### config.mk
export PLATFORM = sky130hd
export DESIGN_NAME = register_file_param
export DESIGN_NICKNAME = d
export VERILOG_FILES = /design/src/rtl/register_file_param.sv
export SDC_FILE = /design/constraint.sdc
export NUM_CORES = 1
export LEC_CHECK = 0
export CORE_AREA = 2 2 199 152
export CTS_CLUSTER_DIAMETER = 60
export DETAILED_ROUTE_END_ITERATION = 16
export DIE_AREA = 0 0 201 154
export GPL_ROUTABILITY_DRIVEN = 0
export PLACE_DENSITY = 0.76
export SKIP_CTS_REPAIR_TIMING = 1
export SYNTH_ARGS = -nofsm -noshare
export SYNTH_HDL_FRONTEND = slang
export SYNTH_SLANG_ARGS = --single-unit
### constraint.sdc
create_clock -name clk -period 5.11 [get_ports clk]
set_input_delay 0.7665 -clock clk [delete_from_list [all_inputs] [get_ports clk]]
set_output_delay 0.7665 -clock clk [all_outputs]
set_load 0.01 [all_outputs]
### src/rtl/register_file_param.sv
// register_file_param
//   Parametrised N-read / 1-write register file for the decode stage.
//   - Combinational reads with write-through bypass from the single write port.
//   - Optional hard-wired zero register (ZERO_REG=1): register 0 reads 0, and
//     writes or reserves aimed at it are dropped.
//   - One pending-write (busy) bit per register. Decode sets it at issue via
//     rsv_en/rsv_reg, writeback clears it via write_reg/dst_reg, and flush clears
//     all of them. Hazard logic stalls on src_busy.
//
// Strobe protocol: write_reg, rsv_en and flush are single-cycle strobes with
// no handshake. Each is consumed on the rising edge where it is high, and the
// register file never back-pressures. There is no ready signal.
module register_file_param #(
  parameter int DW       = 16,
  parameter int AW       = 4,
  parameter int NUM_RD   = 2,
  parameter int ZERO_REG = 0
) (
  input  logic                 clk,
  input  logic                 rst,
  input  logic [NUM_RD*AW-1:0] src_reg,
  output logic [NUM_RD*DW-1:0] src_data,
  output logic [NUM_RD-1:0]    src_busy,
  input  logic                 write_reg,
  input  logic [AW-1:0]        dst_reg,
  input  logic [DW-1:0]        dst_data,
  input  logic                 rsv_en,
  input  logic [AW-1:0]        rsv_reg,
  input  logic                 flush,
  output logic [AW:0]          busy_cnt
);

  localparam int DEPTH    = 1 << AW;
  localparam bit HAS_ZERO = (ZERO_REG != 0);

  logic [DW-1:0]    mem [DEPTH];
  logic [DEPTH-1:0] busy;
  logic [DEPTH-1:0] busy_nxt;
  logic [AW:0]      cnt_nxt;

  // A write or reserve aimed at the hard-wired zero register is dropped entirely.
  logic wr_ok;
  logic rsv_ok;
  assign wr_ok  = write_reg & ~(HAS_ZERO & (dst_reg == '0));
  assign rsv_ok = rsv_en & ~(HAS_ZERO & (rsv_reg == '0));

  // Data storage: clear everything on reset, otherwise store the write port.
  always_ff @(posedge clk) begin
    if (rst) begin
      for (int i = 0; i < DEPTH; i++) begin
        mem[i] <= '0;
      end
    end else if (wr_ok) begin
      mem[dst_reg] <= dst_data;
    end
  end

  // Next busy vector. Flush wins over everything. The reserve is applied after
  // the writeback clear, so a same-cycle reserve of the same register (a newer
  // producer) leaves it busy.
  always_comb begin
    busy_nxt = busy;
    if (flush) begin
      busy_nxt = '0;
    end else begin
      if (wr_ok) begin
        busy_nxt[dst_reg] = 1'b0;
      end
      if (rsv_ok) begin
        busy_nxt[rsv_reg] = 1'b1;
      end
    end
    if (HAS_ZERO) begin
      busy_nxt[0] = 1'b0;
    end
  end

  // Population count of the next busy vector. It is AW+1 bits wide so that
  // the all-busy case (2**AW) fits without wrapping.
  always_comb begin
    cnt_nxt = '0;
    for (int i = 0; i < DEPTH; i++) begin
      cnt_nxt = cnt_nxt + {{AW{1'b0}}, busy_nxt[i]};
    end
  end

  // Scoreboard state and its registered count move together.
  always_ff @(posedge clk) begin
    if (rst) begin
      busy     <= '0;
      busy_cnt <= '0;
    end else begin
      busy     <= busy_nxt;
      busy_cnt <= cnt_nxt;
    end
  end

  // Read ports are independent copies of the same priority mux:
  // zero register, then bypass from the write port, then storage.
  // A writeback to the addressed register clears its stall in the same cycle.
  // A reserve made this cycle shows up only next cycle, because it goes
  // through busy.
  for (genvar i = 0; i < NUM_RD; i++) begin : g_rd
    logic [AW-1:0] addr;
    logic          zero_hit;
    logic          byp_hit;
    logic [DW-1:0] rd_data;

    assign addr     = src_reg[i*AW +: AW];
    assign zero_hit = HAS_ZERO & (addr == '0);
    assign byp_hit  = write_reg & (dst_reg == addr);
    assign rd_data  = zero_hit ? '0 : (byp_hit ? dst_data : mem[addr]);

    assign src_data[i*DW +: DW] = rd_data;
    assign src_busy[i]          = ~zero_hit & busy[addr] & ~byp_hit;
  end

endmodule

==> flow_metrics.tcl <==
set metrics [dict create \
    power.leakage_uw 0.00645 \
    path_class "in -> reg" \
    hold_class "reg -> reg" \
    via_per_inst 6.25 \
    maxSlewViolCount 0 \
    setup_viol 0 \
    die_x_um 201 \
    end_kind "register" \
    min_period_over_period 0.906 \
    critPathMaxFanout 5 \
    overflow 0 \
    required_ns 5.59 \
    p_clk_frac 0.361 \
    crit_path_cell_trace "clkdlybuf4s50_1 > or3b_2 > o21ai_0 > a21oi_1 > fa_1 > inv_1 > fa_1 > fa_1 > fa_1 > inv_1 > ha_1 > inv_1 > fa_1 > inv_1 > a21oi_1 > nor3b_1" \
    power.internal_uw 4130 \
    worstPathArrival_ns 5.11 \
    path_clk_slew_ns 0.06 \
    drc 0 \
    die-area_um2 31000 \
    antenna_found_initial 2 \
    final_cell_mix "and2_1 (256), edfxtp_1 (256), mux4_2 (136)" \
    hold_depth 3 \
    worstSetupPathDepth 16 \
    slowest_stage "fa_1" \
    diodes 0 \
    ys_warn_count 0 \
    fin_crit_ns 4.63 \
    yosysSeqAreaShare 0.515 \
    cts_sinks 277 \
    ff2ff_path_depth 14 \
    multi_input_area_um2 7210 \
    first_pass_iters 5 \
    power_frac_seq 0.485 \
    fin_worst_skew_ns 0.0134 \
    timing.hold.ws_ns 0.659 \
    cts_made_buffers 28 \
    drt_wl_total_um 41900 \
    relSlewSlack 0.182 \
    grt_pass1_wl_um 62400 \
    syn_inst 1061 \
    initial_core_util 0.546 \
    drt_iter0_drc 924 \
    synth_edf_count 256 \
    drive_gt1_frac 0.253 \
    worst_pin_slew_ns 1.23 \
    async_flop_share 0 \
    rows 54 \
    syn_area_um2 15800 \
    syn_nets 1113 \
    fin_nets 1188 \
    fill_cells 2143 \
    hold_viol_final 0 \
    root_buffer "clkbuf_16" \
    cts_tree "built" \
    ios 76 \
    rsz0062_at_grt "false" \
    cts_buffer_depth 3 \
    placeableCoreArea_um2 28900 \
    outcome "completed" \
    post-route-util 0.622 \
    crit_top_cell "fa_1" \
    wl_per_cell_um 27.1 \
    crit_family "adder cells" \
    htree_num_levels 1 \
    grt_pass1_vias 9805 \
    start_kind "input port" \
    peakVddDrop_uv 214 \
    syn_avg_cell_area_um2 14.8 \
    worst_slack_ns 0.482 \
    swShare 0.249 \
    via_count 9669 \
    combPwrFrac 0.154 \
    die_y_um 154 \
    grt_max_degree 42 \
    max_freq_ghz 0.216 \
    setup_tns_ns 0 \
    ant_nets 0 \
    place_hpwl_um 27700 \
    post-place-ws_ns -0.0729 \
    cp_num_buf_inv 5 \
    clock_latency_ns 0.56 \
    switching_power_uw 1370 \
    synthToLayoutAreaGrowth_pct 13.9 \
    power_density_nw_per_um2 306 \
    globalRouteTotalUtil 0.274 \
    regArea_um2 8110 \
    portBuffers 75 \
    slowest_delay_ns 0.55 \
    maxCapViolCount 0 \
    ys_ff_latch 277 \
    ys_types 38 \
    synthFlopType "edfxtp_1" \
]
-- worst reg2reg max path, stage by stage, from the launching register on --
cell     delay [ns]
dfxtp_1        0.35
o21ai_0        0.09
a21oi_1        0.27
fa_1           0.49
inv_1          0.09
fa_1           0.45
fa_1           0.54
fa_1           0.40
inv_1          0.07
ha_1           0.17
inv_1          0.06
fa_1           0.41
inv_1          0.07
a21oi_1        0.06
nor3b_1        0.17
-- metal layers --
metal | GRT usage | wire length (um) | vias up
met4 | 0.0762 | 1020 | 0
li1 | - | - | 4163
met5 | 0 | 0 | -
met3 | 0.0640 | 3920 | 71
met2 | 0.430 | 19700 | 447
met1 | 0.389 | 17300 | 4988
-- per-stage QoR --
stage               cells  total power, uW  instance area [um2]
floorplan            1061             3200                15800
global placement     1498             3530                17100
detailed placement   1498             3560                17100
CTS                  1548             5510                17900
global route         1548             5650                17900
finish               1548             5500                17900
-- final timing paths --
path              startpoint           to  slack, ns
setup / recovery   write_reg  busy_cnt[4]       0.48
hold / removal       busy[8]      busy[8]       0.66
setup reg to reg     busy[7]  busy_cnt[4]       1.36
hold reg to reg      busy[8]      busy[8]       0.66
-- flip-flops by register name (all words and copies together) (netlist names) --
register  count
busy         16
busy_cnt      5
mem         256
-- cells by family after synthesis --
kind of cell,Yosys count,share of synthesized area
and+or+nand+nor,335,0.130
xor gates and xnor gates,10,0.00556
AOI/OAI and AO/OA,55,0.0218
muxes,266,0.280
adders and majority gates,15,0.0167
DFF,277,0.515
buffers and inverters,103,0.0318
-- final cells by class --
class                      count  share of cell area
multi-input combinational    681               0.402
inverter                      11             0.00230
tap                          392              0.0273
sequential                   277               0.452
timing repair buffer         137              0.0688
clock inverter                15             0.00739
clock buffer                  35              0.0405
-- synth_stat cells (4+ instances only) --
cell | n | area share
nor2_1 | 25 | 0.0060
nand2_1 | 14 | 0.0033
a21o_1 | 7 | 0.0033
buf_2 | 22 | 0.0070
mux2i_1 | 98 | 0.062
o21ai_0 | 16 | 0.0051
a21oi_1 | 12 | 0.0038
xor2_1 | 8 | 0.0044
fa_1 | 10 | 0.013
buf_6 | 4 | 0.0029
edfxtp_1 | 256 | 0.49
buf_1 | 8 | 0.0019
dfxtp_1 | 21 | 0.027
mux4_2 | 136 | 0.19
and2_1 | 256 | 0.10
nor2b_1 | 15 | 0.0060
inv_1 | 11 | 0.0026
a211oi_1 | 4 | 0.0019
ha_1 | 5 | 0.0040
o21bai_1 | 16 | 0.0076
nand3_1 | 5 | 0.0016
clkbuf_1 | 53 | 0.013
mux2_2 | 32 | 0.023
-- power by group through the flow --
stage	combinational (uW)	sequential [uW]	clock, uW
floorplan	511	2690	0
global placement	832	2700	0
detailed placement	841	2710	0
CTS	845	2670	2000
global route	892	2680	2080
finish	847	2670	1980
No activity file was read; power rests on OpenSTA's default activity.
